[config.mk]
export PLATFORM = sky130hd
export DESIGN_NAME = reg_writeback_arb
export DESIGN_NICKNAME = d
export VERILOG_FILES = /design/src/rtl/rv_core_pkg.sv /design/src/rtl/wb_result_fifo.sv /design/src/rtl/reg_writeback_arb.sv
export SDC_FILE = /design/constraint.sdc
export NUM_CORES = 1
export LEC_CHECK = 0
export CORE_ASPECT_RATIO = 0.8
export CORE_UTILIZATION = 24
export DETAILED_ROUTE_END_ITERATION = 10
export PLACE_DENSITY = 0.59
export RECOVER_POWER = 100
export SETUP_SLACK_MARGIN = 0.05
export SYNTH_ARGS = -nofsm -noshare
export SYNTH_HDL_FRONTEND = slang
export SYNTH_SLANG_ARGS = --single-unit
[constraint.sdc]
create_clock -name CLK -period 3.1 [get_ports CLK]
set_input_delay 0.62 -clock CLK [delete_from_list [all_inputs] [get_ports CLK]]
set_output_delay 0.62 -clock CLK [all_outputs]
set_load 0.02 [all_outputs]
[src/rtl/rv_core_pkg.sv]
// Core-wide constants and the writeback request type shared by the
// writeback arbiter and its result queue.
package rv_core_pkg;

  localparam int XLEN   = 32;
  localparam int NREG   = 32;
  localparam int ADDR_W = $clog2(NREG);

  typedef struct packed {
    logic [ADDR_W-1:0] addr;
    logic [XLEN-1:0]   data;
  } wb_req_t;

endpackage

[src/rtl/wb_result_fifo.sv]
// Small synchronous FIFO of writeback requests; pushes while full and pops
// while empty are ignored so callers may drive push/pop unconditionally.
module wb_result_fifo
  import rv_core_pkg::*;
#(
  parameter int DEPTH = 2
) (
  input  logic    clk,
  input  logic    rst_n,
  input  logic    push,
  input  wb_req_t push_data,
  input  logic    pop,
  output wb_req_t pop_data,
  output logic    full,
  output logic    empty
);

  localparam int PTR_W = (DEPTH > 1) ? $clog2(DEPTH) : 1;

  wb_req_t          mem [DEPTH];
  logic [PTR_W-1:0] wr_ptr;
  logic [PTR_W-1:0] rd_ptr;
  logic [PTR_W:0]   count;
  logic             do_push;
  logic             do_pop;

  assign full     = (count == (PTR_W+1)'(DEPTH));
  assign empty    = (count == '0);
  assign do_push  = push && !full;
  assign do_pop   = pop && !empty;
  assign pop_data = mem[rd_ptr];

  // DEPTH is a power of two, so pointers wrap naturally.
  always_ff @(posedge clk or negedge rst_n) begin
    if (!rst_n) begin
      wr_ptr <= '0;
      rd_ptr <= '0;
      count  <= '0;
    end else begin
      if (do_push) wr_ptr <= wr_ptr + PTR_W'(1);
      if (do_pop)  rd_ptr <= rd_ptr + PTR_W'(1);
      case ({do_push, do_pop})
        2'b10:   count <= count + (PTR_W+1)'(1);
        2'b01:   count <= count - (PTR_W+1)'(1);
        default: count <= count;
      endcase
    end
  end

  // Storage needs no reset: the pointers define which entries are live.
  always_ff @(posedge clk) begin
    if (do_push) mem[wr_ptr] <= push_data;
  end

endmodule

[src/rtl/reg_writeback_arb.sv]
// Owns the register file write port: merges pipeline (A) and long-latency (B)
// results, tracks pending long-latency destinations, and bypasses operands.
module reg_writeback_arb
  import rv_core_pkg::*;
#(
  parameter int BQ_DEPTH = 2
) (
  input  logic              CLK,
  input  logic              RST_N,
  input  logic              A_WE,
  input  logic [ADDR_W-1:0] A_ADDR,
  input  logic [XLEN-1:0]   A_DATA,
  input  logic              B_VALID,
  output logic              B_READY,
  input  logic [ADDR_W-1:0] B_ADDR,
  input  logic [XLEN-1:0]   B_DATA,
  input  logic              ISSUE_EN,
  input  logic [ADDR_W-1:0] ISSUE_RD,
  input  logic [ADDR_W-1:0] RS1_ADDR,
  input  logic [ADDR_W-1:0] RS2_ADDR,
  input  logic [XLEN-1:0]   RF_RS1_DATA,
  input  logic [XLEN-1:0]   RF_RS2_DATA,
  output logic [XLEN-1:0]   RS1_DATA,
  output logic [XLEN-1:0]   RS2_DATA,
  output logic              RS1_BUSY,
  output logic              RS2_BUSY,
  output logic              RD_BUSY,
  output logic              WB_WE,
  output logic [ADDR_W-1:0] WB_ADDR,
  output logic [XLEN-1:0]   WB_DATA
);

  // Port B handshake: a result transfers on a rising edge where B_VALID and
  // B_READY are both high; the producer holds B_VALID/B_ADDR/B_DATA stable
  // until then. B_READY depends only on registered queue occupancy.

  wb_req_t         push_req;
  wb_req_t         head;
  logic            fifo_full;
  logic            fifo_empty;
  logic            fifo_push;
  logic            fifo_pop;
  logic [NREG-1:0] sb;
  logic [NREG-1:0] sb_next;

  assign B_READY   = !fifo_full;
  // Results for x0 are acknowledged but never occupy a queue slot.
  assign fifo_push = B_VALID && B_READY && (B_ADDR != '0);
  assign fifo_pop  = !A_WE && !fifo_empty;
  assign push_req  = '{addr: B_ADDR, data: B_DATA};

  wb_result_fifo #(
    .DEPTH (BQ_DEPTH)
  ) u_fifo (
    .clk       (CLK),
    .rst_n     (RST_N),
    .push      (fifo_push),
    .push_data (push_req),
    .pop       (fifo_pop),
    .pop_data  (head),
    .full      (fifo_full),
    .empty     (fifo_empty)
  );

  // Port A has strict priority; the queue head only drains in A-idle cycles.
  always_comb begin
    WB_WE   = 1'b0;
    WB_ADDR = '0;
    WB_DATA = '0;
    if (A_WE) begin
      WB_WE   = 1'b1;
      WB_ADDR = A_ADDR;
      WB_DATA = A_DATA;
    end else if (!fifo_empty) begin
      WB_WE   = 1'b1;
      WB_ADDR = head.addr;
      WB_DATA = head.data;
    end
  end

  // Clear on pop first so a same-edge issue to that register leaves it pending.
  always_comb begin
    sb_next = sb;
    if (fifo_pop) sb_next[head.addr] = 1'b0;
    if (ISSUE_EN) sb_next[ISSUE_RD]  = 1'b1;
    sb_next[0] = 1'b0;
  end

  always_ff @(posedge CLK or negedge RST_N) begin
    if (!RST_N) sb <= '0;
    else        sb <= sb_next;
  end

  assign RS1_BUSY = sb[RS1_ADDR];
  assign RS2_BUSY = sb[RS2_ADDR];
  assign RD_BUSY  = sb[ISSUE_RD];

  assign RS1_DATA = (WB_WE && (WB_ADDR == RS1_ADDR) && (RS1_ADDR != '0)) ? WB_DATA : RF_RS1_DATA;
  assign RS2_DATA = (WB_WE && (WB_ADDR == RS2_ADDR) && (RS2_ADDR != '0)) ? WB_DATA : RF_RS2_DATA;

  // Issuing to a still-pending rd is illegal unless the pending result retires on this edge.
  a_issue_pending: assert property (@(posedge CLK) disable iff (!RST_N)
    !(ISSUE_EN && sb[ISSUE_RD] && !(fifo_pop && (head.addr == ISSUE_RD))));

  a_pipe_write_pending: assert property (@(posedge CLK) disable iff (!RST_N)
    !(A_WE && sb[A_ADDR]));

endmodule

**Word level (Yosys, flattened, before mapping)**

Memory sizes are Yosys's and may differ from the RTL's.
Index checks and enable logic that the tools add are counted.

- Input port bits: 158
- Memories kept: 1
- Output and inout bits: 106
- Bits in writable memories: 74
- Register bits after elaboration: 35

Memories:

| memory | words | width | read ports | clocked after memory_dff | write ports | RTL line | text |
|---|---|---|---|---|---|---|---|
| u_fifo.mem | 2 | 37 | 1 | 0 | 1 | wb_result_fifo.sv:20 | `wb_req_t mem [DEPTH];` |

- Eq/ne operators: 5
- $lt $le $gt $ge: 6
- $add $sub $neg: 4
- Multiplexer cells: 23
- Reduce and logical (&&, ||, !) cells: 19
- Bitwise gates (word level): 3

Operator list:

| operator | count |
|---|---|
| $mux W32 | 6 |
| $and A32 B32 Y32 | 1 |
| $not A32 Y32 | 1 |
| $or A32 B32 Y32 | 1 |
| $lt A5 B6 Y1 const B | 4 |
| $bmux W1 S5 | 3 |
| $reduce_bool A5 Y1 | 3 |
| $logic_and A1 B1 Y1 | 11 |
| $demux W1 S5 | 2 |
| $eq A5 B5 Y1 | 2 |
| $ge A5 B1 Y1 const B | 2 |
| $mux W5 | 2 |
| $mux W1 | 9 |
| $eq A2 B2 Y1 const B | 2 |
| $pmux W2 S2 | 1 |
| $logic_not A1 Y1 | 3 |
| $add A1 B1 Y1 const B | 2 |
| $add A2 B1 Y2 const B | 1 |
| $eq A2 B1 Y1 const B | 1 |
| $logic_not A2 Y1 | 1 |
| $reduce_bool A2 Y1 | 1 |
| $sub A2 B1 Y2 const B | 1 |

**Depth between registers and ports, before layout**

Gate-level depths: netlist of the first run.
An unclocked memory read counts as a cell.

- Word-level depth: 10
- Depth in mapped cells: 9
- Gate-level depth less buffers: 6

**Hierarchy**

From an unflattened synthesis of the first run, not the netlist that was laid out.

- Cell total of the unflattened synthesis: 496
- Area, all modules: 6809.0 sq um

By module, submodules not included:

| module | cells an instance | area an instance (sq um) | instances |
|---|---|---|---|
| reg_writeback_arb | 363 | 3860.0 | 1 |
| wb_result_fifo | 133 | 2949.1 | 1 |

**Least setup slack after synthesis of the first run**

OpenSTA, ideal clock, no wires.

- Path kind: input to output
- Start point: input A_WE
- End point: output RS2_DATA[11]
- Setup slack: 55 ps
- Required time: 2480 ps
- Stages on the path: 7
- Arrival time: 2425 ps
- Buffers on the path: 1
- Cells stage by stage: o21bai_2 -> o21ai_1 -> xor2_1 -> nor4_2 -> o21ai_2 -> buf_6 -> mux2_1

- Longest elaborated chain between the ends: 5

Ends and longest elaborated chain:

| element | RTL line | text |
|---|---|---|
| start, declared | reg_writeback_arb.sv:10 | `input logic A_WE,` |
| $mux W5 | reg_writeback_arb.sv:70 | `if (A_WE) begin` |
| named net WB_ADDR[3] | reg_writeback_arb.sv:29 | `output logic [ADDR_W-1:0] WB_ADDR,` |
| $eq A5 B5 Y1 | reg_writeback_arb.sv:99 | `assign RS2_DATA = (WB_WE && (WB_ADDR == RS2_ADDR) && (RS2_ADDR != '0)) ? WB_DATA : RF_RS2_DATA;` |
| $logic_and A1 B1 Y1 (2 in a row) | reg_writeback_arb.sv:99 |  |
| $mux W32 | reg_writeback_arb.sv:99 |  |
| end, declared | reg_writeback_arb.sv:24 | `output logic [XLEN-1:0] RS2_DATA,` |

The timed path passes the listed nets, and every way through them passes these cells.

**Worst setup path after layout of the first run**

- Start point: input A_ADDR[2]
- End point: output RS1_DATA[21]

- Longest elaborated chain between the ends: 5

Ends and longest elaborated chain:

| element | RTL line | text |
|---|---|---|
| start, declared | reg_writeback_arb.sv:11 | `input logic [ADDR_W-1:0] A_ADDR,` |
| $mux W5 | reg_writeback_arb.sv:70 |  |
| $eq A5 B5 Y1 | reg_writeback_arb.sv:98 | `assign RS1_DATA = (WB_WE && (WB_ADDR == RS1_ADDR) && (RS1_ADDR != '0)) ? WB_DATA : RF_RS1_DATA;` |
| $logic_and A1 B1 Y1 (2 in a row) | reg_writeback_arb.sv:98 |  |
| $mux W32 | reg_writeback_arb.sv:98 |  |
| end, declared | reg_writeback_arb.sv:23 | `output logic [XLEN-1:0] RS1_DATA,` |

No other way between the ends.

==> results of run 1 <==
[logic make-up after synthesis]
| group | after synthesis | share of synthesized area |
|---|---|---|
| compound gates | 115 | 0.09907 |
| flops | 109 | 0.4906 |
| xor+xnor | 15 | 0.02081 |
| simple gates | 92 | 0.07113 |
| fa+ha+maj | 1 | 0.001981 |
| buf+inv | 35 | 0.03150 |
| mux | 133 | 0.2849 |
[cell type report]
class	instances	area (um^2)	share of cell area
tap	351	439.2	0.04052
inverter	7	26.28	0.002424
antenna	3	7.507	0.0006927
clock buffer	10	250.2	0.02309
clock inverter	6	63.81	0.005888
multi-input combinational	356	3224	0.2975
sequential	109	3099	0.2860
timing repair buffer	367	3727	0.3439
[what timing repair did]
action | 4_1_cts | 5_1_grt
gates resized for setup | 448 | 60
gates cloned | 5 | 0
pin swaps | 6 | 9
hold buffers | 0 | 0
buffers inserted | 16 | 8
setup endpoints to repair | 92 | 75
[worst max-delay path, delay by kind of cell]
family          cells  cell delay [ps]
compound gates      1               70
simple gates        3              470
mux                 2              470
buf+inv             5              960
[routing by layer]
metal | up-vias | GRT usage
met4 | 2 | 0.05042
li1 | 2615 | -
met2 | 248 | 0.2992
met3 | 31 | 0.04685
met1 | 2733 | 0.2154
met5 | - | 0
[per-stage QoR]
step	power [mW]	setup TNS [ps]	hold WS, ps
6_report	7.163	-7598	562.4
5_1_grt	7.532	-13110	599.7
4_1_cts	7.163	-15660	561.8
3_5_place_dp	5.678	-37950	548.4
3_3_place_gp	5.641	-37400	536.5
2_1_floorplan	4.086	0	324.4
[flip-flops by register name, summed over array words and instances, names as in the netlist]
name,flops
u_fifo.mem,74
u_fifo.rd_ptr,1
u_fifo.wr_ptr,1
u_fifo.count,2
sb,31
[layout by cell type, fill, tap and decap left out, types with 3 or more instances in the layout]
cell type and instances:
clkbuf_2 3, buf_12 13, o21ai_2 6, nand2_1 52
buf_6 71, o32ai_1 4, dlymetal6s2s_1 13, inv_6 3
or3b_2 3, mux2_4 39, o21ai_1 9, inv_1 6
edfxtp_1 74, xnor2_1 7, nand3b_1 5, mux2_2 32
mux2i_1 33, clkdlybuf4s50_1 134, nor2_1 6, or3_1 3
dlygate4sd2_1 3, clkbuf_16 10, buf_4 85, xor2_1 6
nor2b_1 3, o21ai_0 85, mux4_2 25, diode_2 3
dfrtp_1 34, dlygate4sd3_1 38, nand2b_1 4
[final timing paths]
check | slack [ps] | cells after the start | endpoint
worst max-delay path | -140 | 11 | RS1_DATA[21]
worst min-delay path | 560 | 1 | u_fifo.wr_ptr
worst max register to register | 840 | 7 | sb[16]
worst min register to register | 560 | 1 | u_fifo.wr_ptr
max in group asynchronous | 410 | 2 | u_fifo.rd_ptr
min in group asynchronous | 1370 | 2 | sb[9]
[power groups by stage]
stage,Sequential (mW),Combinational (mW),Clock (mW)
4_1_cts,2.39,3.52,1.25
6_report,2.41,3.54,1.21
3_5_place_dp,2.43,3.24,0
5_1_grt,2.45,3.78,1.30
2_1_floorplan,2.27,1.81,0
3_3_place_gp,2.41,3.23,0
==> metrics.txt, run 1 <==
RePlAce Congestion=0.8431; Post-DP Area=9923 um^2; Netlist cell types=47; cts bufs inserted=9; Overflow after GRT=0; Yosys reg bits=109; Synth Flop Type=edfxtp_1; Yosys top cell by area=edfxtp_1; Hold Violations, Final=0; DR WL met2=11,800 um; Synthesis Warnings=0; largest net degree at the start of global routing=36; critical path startpoint category=input pin; Worst EP required=2480 ps; EDFF count, synth=74; critical path arrival=2620 ps; Worst Setup End Kind=output pin; fillers=2,418; FMAX=308.4 MHz; post-DP HPWL=17,310 um; Final min period=3243 ps; Final Max Tran Viols=36; status=complete, but fails checks; post-synthesis sequential area ratio=0.4906; RSZ-0062 raised after global routing=true; Core Region=25,570 um^2; Core Util, Final=0.4239; Setup CP Type=in2out; CP max stage delay=400 ps; HP Start=u_fifo.wr_ptr; routed len/inst=19.65 um; failing checks=max-capacitance violations, max-slew violations, negative setup slack; die height=147.1 um; Final #Nets=1,009; placed instance count=1,168; P&R area growth vs syn=71.63%; leakage power=4.513 nW; final worst setup slack=-142.8 ps; Pre-antenna DRT Iters=4; IO Pins=264; post-synth top area share=0.3519; internal power=4.554 mW; antenna viol nets, final=0; Max-slew headroom=-0.3450; Final setup viols=64; syn avg cell area=12.63 um^2; Setup crit start=A_ADDR[2]; post-synthesis async set-or-reset flop share=0.3211; Reg power frac=0.337; skew final=11.82 ps; Starting Density=0.2470; CP cell instances=clkdlybuf4s50_1, nand2_1, o21ai_2, buf_6, mux2i_2, nor3_2, nand3_4, buf_12, buf_12, mux2_4, buf_6; final non-filler cell area=10,840 um^2; Worst-path clk slew=80 ps; Mapped Nets=659; MaxCap Viol Count=1; Post-Syn Area=6315 um^2; first-pass GRT wire length=34,710 um; detailed-route via count=5,629; port buffer count=263; DRC viols=0; power per cell area=660.9 nW/um^2; Post-Syn Instances=500; Global Route Usage Sum=0.1749; Net Sw Frac=0.3642; Starting DRT DRC Count=264; clk_lat worst skew=350 ps; vias in the first global route=5,736; Root Buffer=clkbuf_16; die width=183.4 um; Slew @ Worst Pin=2017 ps; ranking of synthesized cells by area=edfxtp_1, dfrtp_1, mux4_2, o21ai_0, mux2_2; row count=52; clock tree sinks=109; initial antenna violation count=5; most frequent cell after synthesis=o21ai_0; detailed-route vias per instance=4.656; Top Layer Used=met5; pre-CTS setup slack=-639.1 ps; Finished Layout Cells=1,209; VDD IR-drop max=0.0003716 V; type of the worst min-delay path=reg2reg; Psw=2.608 mW; worst r2r src=u_fifo.rd_ptr; CP max FO=8; Tcrit/Tclk final=1.046; final wirelength=23,760 um; CTS tree=done; part of the power in combinational logic=0.494; metal3 WL=1805 um; clk buf depth=2; share of layout cells above drive strength 1=0.3719; Max stage delay cell, worst path=clkdlybuf4s50_1; Synth top cells by count=o21ai_0, edfxtp_1, nand2_1; Clock H-tree levels=3; clock network fraction of total power=0.169; M1 WL=9641 um; total die area=26,970 um^2
No activity file was read; power rests on OpenSTA's default activity.
==> run 2, diff against run 1 <==
- CTS_BUF_LIST: default -> sky130_fd_sc_hd__clkbuf_8
==> run 2 against run 1 <==
The flow still finishes with violations (max-capacitance violations, max-slew violations, negative setup slack). Total power is 4.4% lower. First-iteration DRC count up 4.9%. Setup slack worse by 160 ps.
==> metrics.txt, run 2 (synthesis results as in run 1) <==
critical path startpoint category=flop; die width=183.4 um; Starting DRT DRC Count=277; DRC viols=0; Hold Violations, Final=0; Worst EP required=2480 ps; final worst setup slack=-306.5 ps; MaxCap Viol Count=1; detailed-route via count=5,609; Net Sw Frac=0.3748; routed len/inst=19.72 um; metal3 WL=1887 um; final wirelength=24,010 um; internal power=4.282 mW; Overflow after GRT=0; clock network fraction of total power=0.140; critical path arrival=2790 ps; first-pass GRT wire length=34,410 um; fillers=2,460; CTS tree=done; Final Max Tran Viols=36; commonest non-fill, non-tap cell in the layout=clkdlybuf4s50_1; post-DP HPWL=17,310 um; clock tree sinks=109; skew final=15.76 ps; largest net degree at the start of global routing=36; clk_lat worst skew=390 ps; sequential cell area=3099 um^2; die height=147.1 um; Max-slew headroom=-0.3321; Finished Layout Cells=1,217; Global Route Usage Sum=0.1736; port buffer count=263; placed instance count=1,168; Root Buffer=clkbuf_8; row count=52; RSZ-0062 raised after global routing=true; M1 WL=9579 um; largest register by flop count=u_fifo.mem; area of the multi-input gates=3161 um^2; Top Layer Used=met5; CP cell instances=buf_6, mux2i_2, o21ai_2, buf_6, xor2_4, nor4_4, o21ai_4, buf_6, buf_12, buf_16, mux2_4, buf_6; Final min period=3406 ps; Setup CP Type=reg2out; power consumption=6.849 mW; type of the worst min-delay path=reg2reg; Tcrit/Tclk final=1.099; IO Pins=264; biggest regs=u_fifo.mem (74), sb (31), u_fifo.count (2); part of the power in combinational logic=0.507; clk buf depth=2; Worst Setup End Kind=output pin; DR WL met2=11,960 um; Reg power frac=0.352; power per cell area=645.6 nW/um^2; detailed-route vias per instance=4.609; total die area=26,970 um^2; FMAX=293.6 MHz; Final setup viols=64; cts hold-fix bufs=0; Starting Density=0.2470; Clock H-tree levels=3; P&R area growth vs syn=68.00%; failing checks=max-capacitance violations, max-slew violations, negative setup slack; initial antenna violation count=5; Worst-path clk slew=110 ps; vias in the first global route=5,643; Max stage delay cell, worst path=dfrtp_2; VDD IR-drop max=0.0003282 V; share of layout cells above drive strength 1=0.3534; Psw=2.567 mW; Pre-antenna DRT Iters=4; Final #Nets=1,017; CP max stage delay=460 ps; Slew @ Worst Pin=1998 ps; status=complete, but fails checks; RePlAce Congestion=0.8431; CP max FO=6; cell mode on critical path=buf_6; antenna viol nets, final=0; leakage power=4.327 nW; max FFs per register=74; commonest cells after routing, fill and taps aside=clkdlybuf4s50_1, o21ai_0, buf_4; cts bufs inserted=9; Core Region=25,570 um^2
## run 2: cell types whose count changed in the layout (fill, tap and decap cells not counted), moves of 5 or more
cell and delta:
clkbuf_8 +9, buf_6 -24, mux2_1 +19, buf_2 +28, o21ai_1 -5, mux2_4 -19
clkbuf_16 -8
## run 2: final timing paths
check	start	to	cells after the start	slack, ps
setup / recovery	u_fifo.rd_ptr	RS2_DATA[0]	12	-310
hold / removal	u_fifo.wr_ptr	u_fifo.wr_ptr	1	570
setup reg to reg	u_fifo.rd_ptr	sb[16]	6	970
hold reg to reg	u_fifo.wr_ptr	u_fifo.wr_ptr	1	570
max in group asynchronous	RST_N	u_fifo.rd_ptr	2	480
min in group asynchronous	RST_N	sb[9]	2	1320
## run 2: what timing repair did
action,CTS,global route
gates resized for setup,319,109
setup endpoints to repair,92,96
cloned,4,2
pin swaps,5,5
buffers inserted,17,12
## run 2: final cells by class
| type | instances | area share |
|---|---|---|
| Sequential cell | 109 | 0.2921 |
| Antenna cell | 3 | 0.0007076 |
| Inverter | 7 | 0.002477 |
| Multi-Input combinational cell | 356 | 0.2979 |
| Clock inverter | 7 | 0.008845 |
| Timing Repair Buffer | 375 | 0.3449 |
| Tap cell | 351 | 0.04140 |
| Clock buffer | 9 | 0.01168 |
## run 2: critical path, delay by kind of cell (launching register included)
| kind | cells | cell delay [ps] |
|---|---|---|
| muxes | 2 | 470 |
| xor gates and xnor gates | 1 | 150 |
| DFF | 1 | 460 |
| and+or+nand+nor | 1 | 320 |
| AOI/OAI and AO/OA | 2 | 190 |
| buffers and inverters | 6 | 790 |
## run 2: per-layer routing
| metal | vias to the layer above | global-route usage |
|---|---|---|
| met5 | - | 0 |
| met4 | 2 | 0.05583 |
| met3 | 33 | 0.05454 |
| met2 | 236 | 0.2939 |
| met1 | 2713 | 0.2093 |
| li1 | 2625 | - |
## run 2: power groups by stage
stage / clock [mW] / sequential (mW) / combinational [mW]
2_1_floorplan: 0 / 2.27 / 1.81
3_3_place_gp: 0 / 2.41 / 3.23
3_5_place_dp: 0 / 2.43 / 3.24
4_1_cts: 0.998 / 2.39 / 3.37
5_1_grt: 1.05 / 2.46 / 3.72
6_report: 0.961 / 2.41 / 3.48
## run 2: through the flow
step	hold WS, ps	setup TNS [ps]	utilization	area, um^2	worst slack, ps
after global routing	605.3	-24860	0.4147	10600	-474.0
after CTS	567.4	-17840	0.3993	10210	-394.0
after floorplan	324.4	0	-	6315	55.00
after detailed placement	548.4	-37950	0.3881	9923	-639.1
after global placement	536.5	-37400	0.3881	9923	-640.1
final	567.7	-15610	0.4149	10610	-306.5
==> run 3, diff against run 2 <==
- ABC_AREA: default -> 1
- PLACE_DENSITY: 0.59 -> 0.58
- SLEW_MARGIN: default -> 20
==> run 3 against run 2 <==
The run ends with max-capacitance violations, max-slew violations left. Sequential power barely moved. Flip-flop and latch count did not move. Maximum frequency grew 14%. Critical path depth decreased by 1. Routed wire length is 17% higher. Largest cell class unchanged. Final cell count increased by 28%. Global-route usage increased by 1.8 points. Via count is 31% higher. Register-to-register slack gained 290 ps. Final area rose by 6.8%. Die area increased by 5.6%. Sequential share of layout area is 1.9 points lower.
==> metrics.txt, run 3 <==
FMAX=335.0 MHz; Final min period=2985 ps; failing checks=max-capacitance violations, max-slew violations; Setup CP Type=in2out; IO Pins=264; Max-slew headroom=-0.3647; Netlist cell types=28; Final setup viols=0; row count=54; detailed-route via count=7,361; Top Layer Used=met5; status=complete, but fails checks; Starting Density=0.2444; vias in the first global route=7,093; RePlAce Congestion=0.9297; Starting DRT DRC Count=459; Final Max Tran Viols=36; Core Region=27,300 um^2; largest net degree at the start of global routing=36; M1 WL=13,000 um; leakage power=5.110 nW; cell mode on critical path=nand2_1; commonest cells after routing, fill and taps aside=nand2_1, buf_4, clkdlybuf4s50_1; first-pass GRT wire length=41,310 um; R2R setup slack=1260 ps; Overflow after GRT=0; EDFF count, synth=74; Finished Layout Cells=1,553; Pre-antenna DRT Iters=4; clk buf depth=2; final worst setup slack=115.0 ps; Slew @ Worst Pin=2047 ps; Hold Violations, Final=0; CP cell instances=clkdlybuf4s50_1, nand2_2, nand3_1, nand2_1, nor2_4, buf_6, nand3_4, buf_8, nand2_1, nand2_1, buf_2; smallest hold slack=522.5 ps; Mapped Nets=965; Setup crit start=A_ADDR[3]; Worst-path clk slew=110 ps; port buffer count=263; cts bufs inserted=9; most frequent cell after synthesis=nand2_1; Fin Setup TNS=0 ps; critical path arrival=2370 ps; critical path startpoint category=input pin; CP max stage delay=490 ps; Root Buffer=clkbuf_8; clock tree sinks=109; RR Endpoint=sb[17]; power per cell area=654.9 nW/um^2; Yosys top cell by area=edfxtp_1; post-DP HPWL=20,970 um; post-synthesis sequential area ratio=0.4644; Tcrit/Tclk final=0.9629; ranking of synthesized cells by area=edfxtp_1, nand2_1, dfrtp_1, o21ai_0, nand4_1; initial antenna violation count=4; Final #Nets=1,341; Yosys reg bits=109; share of layout cells above drive strength 1=0.2713; VDD IR-drop max=0.0002763 V; type of the worst min-delay path=reg2reg; Post-Syn Area=6671 um^2; Worst Setup End Kind=output pin; metal3 WL=1763 um; post-synthesis async set-or-reset flop share=0.3211; antenna viol nets, final=0; Post-Syn Instances=806; CTS tree=done; largest register by flop count=u_fifo.mem; routed len/inst=18.15 um; detailed-route vias per instance=4.740; P&R area growth vs syn=69.88%; Clock H-tree levels=3; final wirelength=28,190 um; MaxCap Viol Count=1; CP endpoint=RS1_DATA[23]; worst r2r src=u_fifo.rd_ptr; clk_lat worst skew=390 ps; die height=151.1 um; syn avg cell area=8.277 um^2; DR WL met2=13,030 um; skew final=9.264 ps; CP max FO=10; max FFs per register=74; RSZ-0062 raised after global routing=true; Global Route Usage Sum=0.1918; Worst EP required=2480 ps; die width=188.4 um; total die area=28,470 um^2; post-synth top area share=0.3331; placed instance count=1,508; power consumption=7.422 mW; DRC viols=0; Max stage delay cell, worst path=clkdlybuf4s50_1; Synth top cells by count=nand2_1, o21ai_0, edfxtp_1; commonest non-fill, non-tap cell in the layout=nand2_1; R2R depth=8; biggest regs=u_fifo.mem (74), sb (31), u_fifo.count (2); Synth Flop Type=edfxtp_1; pre-CTS setup slack=-367.0 ps; Synthesis Warnings=0
## run 3: power breakdown
part           internal (mW)  leakage, nW  switching (mW)
registers               2.04         1.11           0.339
logic                   1.85         3.90            2.35
clock network          0.311        0.100           0.536
## run 3: logic make-up after synthesis
logic type               after synthesis  share of synthesized area
AO/OA/AOI/OAI                        142                     0.1170
XOR/XNOR                               4                   0.005252
adder cells (fa/ha/maj)                1                   0.001875
buffers and inverters                 87                    0.06733
flip-flops                           109                     0.4644
multiplexers                          32                    0.04801
AND/OR/NAND/NOR                      431                     0.2961
## run 3: repair_timing
item,4_1_cts,5_1_grt
gates cloned,3,2
setup buffers,16,7
pin swaps,12,37
endpoints found under the setup margin,81,85
hold buffers,0,0
resized for setup,306,184
## run 3: worst min-delay path by stage
stage | from | end | slack [ps] | cells after the start
floorplan | RST_N | sb[10] | 320 | 0
global placement | sb[3] | sb[3] | 500 | 2
detailed placement | sb[3] | sb[3] | 500 | 2
CTS | sb[3] | sb[3] | 530 | 2
global route | sb[3] | sb[3] | 540 | 2
finish | sb[3] | sb[3] | 520 | 2
## run 3: cell type report
class / count / area (um^2)
clock buffer: 9 / 123.9
antenna: 2 / 5.005
clock inverter: 7 / 66.31
sequential: 109 / 3100
tap: 364 / 455.4
timing repair buffer: 409 / 3958
fill: 2788 / 15960
inverter: 43 / 163.9
multi-input combinational: 610 / 3461
## run 3: per-layer routing
layer | vias up | GRT usage
li1 | 3571 | -
met1 | 3484 | 0.2636
met2 | 275 | 0.2983
met3 | 27 | 0.04472
met4 | 4 | 0.05927
met5 | - | 0
## run 3: critical path, delay by kind of cell
kind	cells	cell delay [ps]
buffers and inverters	4	970
AND/OR/NAND/NOR	7	760
## run 3: per-stage QoR
| stage | cell area (um^2) | util |
|---|---|---|
| 2_1_floorplan | 6671 | - |
| 3_3_place_gp | 10540 | 0.3861 |
| 3_5_place_dp | 10540 | 0.3861 |
| 4_1_cts | 10780 | 0.3948 |
| 5_1_grt | 11330 | 0.4151 |
| 6_report | 11330 | 0.4152 |
